## src/rtl/regfile_wr_stage.sv

```systemverilog
// Write-port staging for the register file: valid/ready with one-entry skid, one-hot write
// enables, written-scoreboard and saturating write counter. Optional: REGFILE_ZERO_PROTECT_EN.
module regfile_wr_stage #(
  parameter int unsigned SEL_W = 5,
  parameter int unsigned DW    = 32,
  parameter int unsigned CNT_W = 16
) (
  input  logic                 clk,
  input  logic                 rst,
  input  logic                 in_valid,
  output logic                 in_ready,
  input  logic [SEL_W-1:0]     in_sel,
  input  logic [DW-1:0]        in_data,
  output logic                 out_valid,
  input  logic                 out_ready,
  output logic [2**SEL_W-1:0]  out_we,
  output logic [SEL_W-1:0]     out_sel,
  output logic [DW-1:0]        out_data,
  output logic [2**SEL_W-1:0]  written,
  input  logic                 clr_written,
  output logic [CNT_W-1:0]     wr_count
);

  localparam int unsigned N = 2**SEL_W;

  typedef enum logic [1:0] {StEmpty, StOne, StFull} state_e;

  state_e             state_q, state_d;
  logic               in_ready_q, in_ready_d;
  logic [SEL_W-1:0]   out_sel_q, out_sel_d, skid_sel_q, skid_sel_d;
  logic [DW-1:0]      out_data_q, out_data_d, skid_data_q, skid_data_d;
  logic [N-1:0]       written_q, written_d;
  logic [CNT_W-1:0]   cnt_q, cnt_d;
  logic               accept, load, xfer;

  always_comb begin
    accept = in_valid && in_ready_q;
`ifdef REGFILE_ZERO_PROTECT_EN
    // Writes to register 0 complete the handshake but are silently dropped.
    load = accept && (in_sel != '0);
`else
    load = accept;
`endif
    xfer = (state_q != StEmpty) && out_ready;

    state_d     = state_q;
    out_sel_d   = out_sel_q;
    out_data_d  = out_data_q;
    skid_sel_d  = skid_sel_q;
    skid_data_d = skid_data_q;

    unique case (state_q)
      StEmpty: begin
        if (load) begin
          state_d    = StOne;
          out_sel_d  = in_sel;
          out_data_d = in_data;
        end
      end
      StOne: begin
        if (load && xfer) begin
          out_sel_d  = in_sel;
          out_data_d = in_data;
        end else if (load) begin
          state_d     = StFull;
          skid_sel_d  = in_sel;
          skid_data_d = in_data;
        end else if (xfer) begin
          state_d = StEmpty;
        end
      end
      StFull: begin
        // in_ready is low here, so no accept can race the skid drain.
        if (xfer) begin
          state_d    = StOne;
          out_sel_d  = skid_sel_q;
          out_data_d = skid_data_q;
        end
      end
      default: state_d = StEmpty;
    endcase

    in_ready_d = (state_d != StFull);

    // Clear first so a coincident transfer still leaves its bit set.
    written_d = clr_written ? '0 : written_q;
    if (xfer) written_d[out_sel_q] = 1'b1;

    cnt_d = cnt_q;
    if (xfer && (cnt_q != {CNT_W{1'b1}})) cnt_d = cnt_q + CNT_W'(1);
  end

  always_ff @(posedge clk) begin
    if (rst) begin
      state_q     <= StEmpty;
      in_ready_q  <= 1'b1;
      out_sel_q   <= '0;
      out_data_q  <= '0;
      skid_sel_q  <= '0;
      skid_data_q <= '0;
      written_q   <= '0;
      cnt_q       <= '0;
    end else begin
      state_q     <= state_d;
      in_ready_q  <= in_ready_d;
      out_sel_q   <= out_sel_d;
      out_data_q  <= out_data_d;
      skid_sel_q  <= skid_sel_d;
      skid_data_q <= skid_data_d;
      written_q   <= written_d;
      cnt_q       <= cnt_d;
    end
  end

  assign in_ready  = in_ready_q;
  assign out_valid = (state_q != StEmpty);
  assign out_sel   = out_sel_q;
  assign out_data  = out_data_q;
  assign out_we    = out_valid ? ({{(N-1){1'b0}}, 1'b1} << out_sel_q) : '0;
  assign written   = written_q;
  assign wr_count  = cnt_q;

endmodule

```

## config.mk

```make
export PLATFORM = sky130hd
export DESIGN_NAME = regfile_wr_stage
export DESIGN_NICKNAME = d
export VERILOG_FILES = /design/src/rtl/regfile_wr_stage.sv
export SDC_FILE = /design/constraint.sdc
export NUM_CORES = 1
export LEC_CHECK = 0
export CORE_MARGIN = 2
export CORE_UTILIZATION = 42
export CTS_BUF_LIST = sky130_fd_sc_hd__clkbuf_4 sky130_fd_sc_hd__clkbuf_8 sky130_fd_sc_hd__clkbuf_16
export CTS_CLUSTER_DIAMETER = 40
export DETAILED_ROUTE_END_ITERATION = 12
export PLACE_DENSITY = 0.82
export SLEW_MARGIN = 5
export SYNTH_ARGS = -nofsm -noshare
export SYNTH_HDL_FRONTEND = slang
export SYNTH_SLANG_ARGS = --single-unit
```

## constraint.sdc

```tcl
create_clock -name clk -period 1.54 [get_ports clk]
set_input_delay 0.154 -clock clk [delete_from_list [all_inputs] [get_ports clk]]
set_output_delay 0.154 -clock clk [all_outputs]
set_load 0.02 [all_outputs]
```

**Word level (Yosys, flattened, before mapping)**

Index checks and enable logic that the tools add are counted.

- Logic and storage cells: 50
- Bits in registers: 125
- Output and inout port bits: 119
- Input port bits: 42

- $lt $le $gt $ge: 2
- Equality and inequality tests: 7
- Add/subtract/negate cells: 1
- Muxes and demuxes: 19
- Reduce and logical (&&, ||, !) cells: 10
- Shift-type cells: 1
- Bitwise operators: 2

Operators by type and width:

| cell | number |
|---|---|
| $mux W32 | 6 |
| $pmux W32 S3 | 1 |
| $or A32 B32 Y32 | 1 |
| $shl A1 B5 Y32 const A | 1 |
| $add A16 B1 Y16 const B | 1 |
| $ne A16 B16 Y1 const B | 1 |
| $mux W5 | 3 |
| $pmux W5 S3 | 1 |
| $mux W2 | 5 |
| $ne A2 B2 Y1 const B | 4 |
| $lt A5 B6 Y1 const B | 1 |
| $pmux W2 S3 | 1 |
| $demux W1 S5 | 1 |
| $ge A5 B1 Y1 const B | 1 |
| $logic_and A1 B1 Y1 | 5 |
| $reduce_and A4 Y1 | 1 |
| $reduce_and A3 Y1 | 1 |
| $reduce_bool A3 Y1 | 1 |
| $eq A2 B1 Y1 const B | 1 |
| $eq A2 B2 Y1 const B | 1 |
| $logic_not A2 Y1 | 1 |
| $reduce_bool A2 Y1 | 1 |
| $mux W1 | 1 |
| $not A1 Y1 | 1 |

**Logic depth before layout (Yosys ltp)**

Gate-level depths: netlist of run 1.

- Word-level depth: 7
- Gate-level depth with buffers: 7
- Mapped depth without buffers: 5

**Worst setup path before layout of run 1**

No wires, ideal clock.

- Path kind: reg2reg
- From: register cnt_q[0] (netlist: wr_count[0])
- To: register cnt_q[8] (netlist: wr_count[8])
- Clock period less this slack: 1870 ps
- Required time: 1419 ps
- Path buffers: 0
- Path slack: -330 ps
- Arrival time: 1750 ps
- Cell stages (with the launch flop): 6
- Setup time: 121 ps
- Cell sequence: dfxtp_1 ha_1 nand2_1 or3_1 nor3_1 mux2_2

- Cells in the longest elaborated chain, start to end: 2
- Elaborated cells on any way between the ends: 3
- Classes of those cells: 1 x add/sub; 1 x eq/ne; 1 x reduce/logical

Ends and longest elaborated chain:

| element | RTL line | text |
|---|---|---|
| start: declaration | 33 | `logic [CNT_W-1:0] cnt_q, cnt_d;` |
| start signal: assignment | 111 | `cnt_q <= cnt_d;` |
| branches (longest 2 deep; another with $add A16 B1 Y16) | - |  |

Several ways; the timed one is not identified.
A chain may end at the register's enable or synchronous reset.

**Final worst setup path of run 1**

- From: register state_q[1]
- To: output out_we[10]

- Cells in the longest elaborated chain, start to end: 2

Ends and longest elaborated chain:

| element | RTL line | text |
|---|---|---|
| start: declaration | 28 | `state_e state_q, state_d;` |
| start signal: assignment | 95 | `state_q <= StEmpty;` |
| start signal: assignment | 104 | `state_q <= state_d;` |
| $reduce_bool A2 Y1 | 116 | `assign out_valid = (state_q != StEmpty);` |
| $mux W32 | 119 | `assign out_we = out_valid ? ({{(N-1){1'b0}}, 1'b1} << out_sel_q) : '0;` |
| end: declaration | 16 | `output logic [2**SEL_W-1:0] out_we,` |

No other way between the ends.

==> metrics list, run 1 <==
* Status: complete, but fails checks
- The checks that failed: negative setup slack.
- Synthesized instance count: 615
- Global-route wire length before repair: 29.3 mm
* Class of the tightest hold or removal check: primary input to flop
- After detailed routing, the average wire length per cell comes to 24.9 um.
- Power density of the placed cells: 947 mW/mm^2
* Number of design-rule violations left by the first detailed-router iteration: 496
- The HPWL after detailed placement is 10.6 mm.
- Worst hold path stage count: 2
- Hold repair after CTS inserted 0 buffers.
- Maximum clock rate: 531 MHz
- After clock tree synthesis, the clock-pin slew on the worst setup and hold paths is 0.05 ns.
- GRT Total Usage: 28.2%
- After the last flow step, the layout net total stands at 930.
- Max VDD drop: 0.000852 V
- In this run the power spent charging and discharging nets is 2770 uW.
- Routability congestion estimate: 0.867
- Skew final: 0.00817 ns
* Post-Syn Area: 0.00530 mm^2
* Port Buf Inserts: 160
* Leading cell types in the layout, fill and taps excluded: sky130_fd_sc_hd__dfxtp_1 (104), sky130_fd_sc_hd__buf_4 (73), sky130_fd_sc_hd__nor2_1 (67), sky130_fd_sc_hd__buf_6 (57), sky130_fd_sc_hd__dlygate4sd2_1 (53)
- Dominant register cell in the synthesized netlist: sky130_fd_sc_hd__dfxtp_1
- Synthesis instantiated 52 different standard cells from the library.
* Final critical-path share of the clock period: 122%
- Max-slew violation total from the final report: 0
- Measured in cells, the most critical reg-to-reg path has a length of 8.
- In this run the deepest clock path goes through 2 buffers.
* Worst endpoint data arrival time: 1.73 ns
* Maximum net fanout on the critical path: 6
- Multi-input combinational cell area: 0.00401 mm^2
- Share of flip-flops with an asynchronous set or reset after synthesis: 0%
- At the pin with the least slew margin, the transition time is 0.663 ns.
- The number of clock buffers added by TritonCTS is 17.
- CTS placed an instance of sky130_fd_sc_hd__clkbuf_16 at the clock tree root.
- The critical path goes through nor2_4 -> buf_6 -> nor2_4 -> nand2_4 -> buf_6 -> nor2_4 -> buf_6.
- Share of layout cells above drive strength 1: 54.3%
- Via count of the first global-routing pass: 5,954
- In the post-synthesis netlist, the biggest area contributors are sky130_fd_sc_hd__dfxtp_1 (47%), sky130_fd_sc_hd__nor2_1 (8.2%), sky130_fd_sc_hd__mux2i_1 (7.2%), sky130_fd_sc_hd__nand2_1 (6.0%), sky130_fd_sc_hd__a211oi_1 (5.7%).
* Residual overflow from global routing: 0
- Total of fill cells in the finished design: 539
- In this run the number of H-tree levels came out at 4.
- Post-DR vias/cell: 5.97
* Effective utilization at floorplan: 42.5%
- RSZ-0062 raised after global routing: yes
* Part of the power in the clock network: 45.1%
- The largest single stage delay on the critical path is 0.38 ns.
* Worst max-slew margin expressed relative to the limit: 55.5%
- Setup TNS after final layout: -17.44 ns
- Portion of the post-synthesis area used by sequential elements: 47.3%
- Remaining antenna violation count after routing: 0
- The number of antenna violations at the first check in global routing was 0.
* Worst setup slack for register-to-register paths: -0.25 ns
- sky130_fd_sc_hd__dfxtp_1 takes more of the synthesized area than any other cell.
- Clock tree from TritonCTS: built
- Post-route DRC violation count: 0
* Startpoint type of the worst setup path: flop
- Required time of the worst setup path: 1.39 ns
* Critical Setup Path Class: flop to output port
* Final standard cell count with taps included and fillers excluded: 1,073
* Nets in the synthesized netlist: 658
- Most frequent standard cell in the layout excluding fill and tap cells: sky130_fd_sc_hd__dfxtp_1
* Clock latency of the later-clocked register in the worst-skew pair: 0.43 ns
- Compared with the post-synthesis result, the final layout area differs by 104%.
- Total leakage power: 0.00491 uW
- The slowest stage of the critical path belongs to the cell sky130_fd_sc_hd__dfxtp_4.
* Switching Share: 27.1%
- The top cell type by area accounts for 47.3% of the synthesized area.
- Cells after DPL: 962
- The sequential cells in the finished layout cover a total of 0.00255 mm^2.
- IO Count: 161
- In this run, synthesis inferred 0 flip-flops with an integrated enable.
* Overall die area: 0.0135 mm^2
* Internal power: 7440 uW
- The tool flagged a number of max-cap violations equal to 0.
- Entering global routing, the biggest net connects 56 pins.
- Power share of the combinational group: 20.6%
- Vertical extent of the die: 116 um
- Critical Path Sink Type: output port
* Count of final setup violators: 141
- Final Hold Viols: 0
* Per-instance average area after synthesis: 8.61 um^2
* Die width: 116 um
* Placeable core region: 0.0125 mm^2
* Power share of the sequential group: 34.3%
* Final setup slack of the worst path: -0.345 ns
- The routed design has 26.7 mm of wire.
- Subtracting the final worst setup slack from the clock period gives 1.88 ns.
- Across all layers, the routed design uses 6,402 vias.
- Row generation in the floorplan step produced 41 rows.
- Yosys printed 0 warnings.
* Post-synthesis register bit count: 125
- The first detailed-routing pass took 7 iterations.
- Sink count of the clock tree: 125
==> metrics by stage <==
| stage | hold WS, ns | util, % | area [um^2] | total power [uW] | setup WS [ns] |
|---|---|---|---|---|---|
| 6_report | 0.187 | 86.5 | 10800 | 10200 | -0.345 |
| 5_1_grt | 0.192 | 86.5 | 10800 | 10400 | -0.366 |
| 4_1_cts | 0.137 | 75.0 | 9350 | 9720 | -0.213 |
| 3_5_place_dp | 0.447 | 60.3 | 7520 | 4720 | -0.385 |
| 3_3_place_gp | 0.441 | 60.3 | 7520 | 4680 | -0.355 |
| 2_1_floorplan | 0.290 | - | 5380 | 4130 | -0.0322 |
==> power by group through the flow <==
stage | Clock, uW | Combinational [uW] | Sequential (uW)
6_report | 4610 | 2100 | 3510
3_5_place_dp | 0 | 1200 | 3520
5_1_grt | 4740 | 2180 | 3510
4_1_cts | 4570 | 1680 | 3470
3_3_place_gp | 0 | 1170 | 3510
2_1_floorplan | 0 | 501 | 3630
==> state kept, by name, summed over array words and instances, names as in the netlist <==
signal       count
out_data        32
state_q          2
written         32
in_ready         1
out_sel          5
skid_data_q     32
skid_sel_q       5
wr_count        16
==> worst max-delay path: cells and delay by family, from the launching register on <==
family	cells	cell delay, ns
buf+inv	3	0.45
simple gates	4	0.47
flops	1	0.38
==> cells in the mapped netlist (3+ instances only) <==
library cell and count:
sky130_fd_sc_hd__clkbuf_1 27, sky130_fd_sc_hd__o21a_1 3, sky130_fd_sc_hd__a211oi_1 40, sky130_fd_sc_hd__or3_1 7
sky130_fd_sc_hd__mux2_2 3, sky130_fd_sc_hd__nand2_1 84, sky130_fd_sc_hd__a21oi_1 42, sky130_fd_sc_hd__nand4_1 5
sky130_fd_sc_hd__dfxtp_1 125, sky130_fd_sc_hd__nand3_1 3, sky130_fd_sc_hd__nor4_1 4, sky130_fd_sc_hd__nand3b_1 5
sky130_fd_sc_hd__inv_1 6, sky130_fd_sc_hd__and3_1 3, sky130_fd_sc_hd__a31oi_1 3, sky130_fd_sc_hd__a2bb2oi_1 8
sky130_fd_sc_hd__nor3b_1 3, sky130_fd_sc_hd__nor3_1 5, sky130_fd_sc_hd__nor2_1 115, sky130_fd_sc_hd__nor2b_1 5
sky130_fd_sc_hd__mux2i_1 38, sky130_fd_sc_hd__buf_4 9, sky130_fd_sc_hd__buf_2 9, sky130_fd_sc_hd__o21ai_0 4
sky130_fd_sc_hd__a22oi_1 24
==> what timing repair did <==
action / in CTS / in global routing
endpoints found under the hold margin: 0 / 0
pin swaps: 63 / 129
setup buffers: 45 / 20
endpoints found under the setup margin: 140 / 177
gates resized for setup: 399 / 294
gates cloned: 8 / 13
==> cell type report <==
cell class	instances	share of cell area [%]
tap	172	2.00
inverter	6	0.209
clock inverter	9	1.68
clock buffer	23	4.59
timing repair buffer	299	30.6
antenna	1	0.0232
sequential	125	23.6
multi-input combinational	438	37.2
==> layer usage <==
| metal | global-route usage (%) | part of all wire (%) |
|---|---|---|
| met1 | 28.9 | 34 |
| met2 | 51.0 | 49 |
| met3 | 8.15 | 9.4 |
| met4 | 16.8 | 7.5 |
| met5 | 0 | 0 |
==> worst paths after layout <==
kind,startpoint,end
worst min-delay path,rst,written[17]
worst max register to register,state_q[1],written[20]
worst min register to register,skid_sel_q[1],skid_sel_q[1]
worst max-delay path,state_q[1],out_we[10]
==> kinds of logic (layout without fill, tap and decap cells) <==
logic type      Yosys count  after routing  share of synthesized area, %
compound gates          136            136                          17.6
flops                   125            125                          47.3
simple gates            259            259                          22.2
other cells               0              1                             0
mux                      42             42                          8.03
buf+inv                  52            337                          4.68
fa+ha+maj                 1              1                         0.236
(Power assumes the default switching activity.)
==> run 2: changes to the inputs <==
--- a/config.mk
+++ b/config.mk
@@ -10,6 +10,7 @@
 export CTS_BUF_LIST = sky130_fd_sc_hd__clkbuf_4 sky130_fd_sc_hd__clkbuf_8 sky130_fd_sc_hd__clkbuf_16
 export CTS_CLUSTER_DIAMETER = 40
 export DETAILED_ROUTE_END_ITERATION = 12
+export GPL_TIMING_DRIVEN = 0
 export PLACE_DENSITY = 0.82
 export SLEW_MARGIN = 5
 export SYNTH_ARGS = -nofsm -noshare
==> metrics list, run 2 (synthesized netlist as in run 1, its figures left out) <==
- TritonCTS created 17 clock buffers.
- Via count: 6,203
- Post-layout minimum cycle time: 1.83 ns
* Clock tree from TritonCTS: built
- Class of the tightest hold or removal check: primary input to flop
* Placeable core region: 0.0125 mm^2
- In this run the worst path has a maximum fanout of 8.
- Worst endpoint data arrival time: 1.67 ns
- Global-route wire length before repair: 28.0 mm
- Setup repair after global routing could not meet its margin everywhere.
- The first detailed-routing pass ran for 5 iterations.
- Vertical extent of the die: 116 um
* Post-route DRC violation count: 0
* R2R Path End: out_data[31]
* Most frequent standard cell in the layout excluding fill and tap cells: sky130_fd_sc_hd__dfxtp_1
- Along the worst hold path, the cell count comes to 2.
- Dividing total power by cell area gives a power density of 942 mW/mm^2.
- Entering global routing, the biggest net connects 17 pins.
* Residual overflow from global routing: 0
- Measured against its own limit, the worst slew margin works out to 47.6%.
* IO Count: 161
- Wires add up to 24.0 mm.
- The clock arrives with 0.00776 ns of skew.
- The startpoint identified for the worst hold timing path is out_ready.
* Actual slew at the worst max-slew pin: 0.787 ns
- Sink count of the clock tree: 125
* Max Cap Violations: 0
* Num rows: 41
- In the global route stage, overall resource usage came out at 27.0%.
* Initial antenna violation count: 1
- The worst setup path is captured at an output port.
- Effective utilization at floorplan: 42.5%
- In this run the static leakage power is 0.00459 uW.
- Path depth of the worst reg2reg path: 8
- The count of cells in the finished layout, fillers not included, comes to 1,076.
* Via count of the first global-routing pass: 5,418
- Clock-pin slew was measured on the worst setup and hold paths at 0.05 ns.
- Final setup slack of the worst path: -0.289 ns
- Die width: 116 um
- H-tree depth reported by CTS: 4
- Total of fill cells in the finished design: 627
- Pre-CTS setup slack: -0.609 ns
* RR Startpoint: state_q[0]
* Max VDD drop: 0.000693 V
* Clk buf depth: 2
- Final critical-path share of the clock period: 119%
- Across all register-to-register paths, the minimum setup slack is -0.20 ns.
- Count of final setup violators: 120
- The detail route stage leaves a number of antenna-violating nets equal to 0.
* Worst hold path endpoint: in_ready
* Relative area change from synthesis to final layout: 92.6%
- In this run, the number of DRC markers left after iteration 0 of detailed routing was 597.
- The clock reaches the later pin of the worst-skew pair after 0.43 ns.
- Max-slew violation total from the final report: 0
* Wire length per cell: 22.3 um
- The count of buffers added on input and output ports is 158.
- Critical Setup Path Class: flop to output port
* Post-DR vias/cell: 5.76
- Clock tree synthesis selected as its root buffer the cell sky130_fd_sc_hd__clkbuf_16.
- Status: complete, but fails checks
- The count of endpoints failing hold in the final timing report is 0.
- STA classifies the critical path startpoint as a flop.
- In this run, post-CTS hold repair placed 0 buffers.
* Cells after DPL: 945
- Violations in the final reports: negative setup slack
* Detailed placement HPWL: 10.9 mm
- Maximum clock rate: 547 MHz
- Required time of the worst setup path: 1.39 ns
- Share of layout cells above drive strength 1: 46.5%
* Overall die area: 0.0135 mm^2
- In the layout the commonest cells are sky130_fd_sc_hd__dfxtp_1 (103), sky130_fd_sc_hd__nor2_1 (69), sky130_fd_sc_hd__buf_4 (66), sky130_fd_sc_hd__dlygate4sd2_1 (57), sky130_fd_sc_hd__buf_6 (54).
- Routability congestion estimate: 0.854
- Number of nets in the layout: 933
[run 2: what timing repair did]
item,CTS,global route
pin swaps,58,105
gates cloned,8,7
buffers inserted,46,53
setup endpoints to repair,192,173
resized for setup,398,271
[run 2: critical path, cell delays in order (launching register included)]
cell and delay [ns]:
sky130_fd_sc_hd__dfxtp_2 0.34, sky130_fd_sc_hd__buf_8 0.12, sky130_fd_sc_hd__or3_4 0.49, sky130_fd_sc_hd__nor2_2 0.16, sky130_fd_sc_hd__buf_6 0.14
[run 2: area by class of cell]
type	count	area [um^2]	share of cell area, %
Tap cell	172	215	2.11
Timing Repair Buffer	263	2770	27.2
Antenna cell	1	2.50	0.0245
Inverter	6	22.5	0.221
Clock inverter	7	72.6	0.712
Sequential cell	125	2550	25.1
Buffer	39	405	3.97
Multi-Input combinational cell	438	3610	35.4
Clock buffer	25	546	5.35
[run 2: per-layer routing]
metal  vias to the layer above  track usage [%]  share of wire (%)
li1                       2713                -                  -
met1                      2990             31.0                 38
met2                       390             46.9                 49
met3                       110             7.84                7.9
met4                         0             11.3                5.1
met5                         -                0                  0
[run 2: where the power goes]
part	leakage (uW)	switching (uW)	total, uW	internal (uW)
Clock	0.000311	1530	4150	2620
Combinational	0.00325	1020	1950	928
Sequential	0.00103	146	3510	3360
Total	0.00459	2690	9610	6920
[run 2: worst max-delay path by stage]
| stage | startpoint | endpoint | slack, ns |
|---|---|---|---|
| 2_1_floorplan | wr_count[1] | wr_count[11] | -0.03 |
| 3_3_place_gp | state_q[1] | out_we[24] | -0.65 |
| 3_5_place_dp | state_q[1] | out_we[24] | -0.61 |
| 4_1_cts | state_q[0] | out_we[24] | -0.25 |
| 5_1_grt | state_q[1] | out_we[22] | -0.33 |
| 6_report | out_sel[0] | out_we[8] | -0.29 |
[run 2: stage by stage]
stage / cell area (um^2) / setup TNS, ns / power, uW / utilization, % / hold slack [ns]
floorplan: 5380 / -0.357 / 4130 / - / 0.290
global placement: 7180 / -42.32 / 4640 / 57.6 / 0.441
detailed placement: 7180 / -43.65 / 4650 / 57.6 / 0.446
CTS: 8860 / -10.64 / 9150 / 71.1 / 0.0347
global route: 10200 / -21.40 / 9810 / 81.8 / 0.108
finish: 10200 / -17.67 / 9610 / 81.8 / 0.0982
==> run 3: changes to the inputs <==
--- a/config.mk
+++ b/config.mk
@@ -10,7 +10,6 @@
 export CTS_BUF_LIST = sky130_fd_sc_hd__clkbuf_4 sky130_fd_sc_hd__clkbuf_8 sky130_fd_sc_hd__clkbuf_16
 export CTS_CLUSTER_DIAMETER = 40
 export DETAILED_ROUTE_END_ITERATION = 12
-export GPL_TIMING_DRIVEN = 0
 export PLACE_DENSITY = 0.82
 export SLEW_MARGIN = 5
 export SYNTH_ARGS = -nofsm -noshare
==> results of run 3 <==
The final DEF is identical to that of run 1; final timing and power are the same.
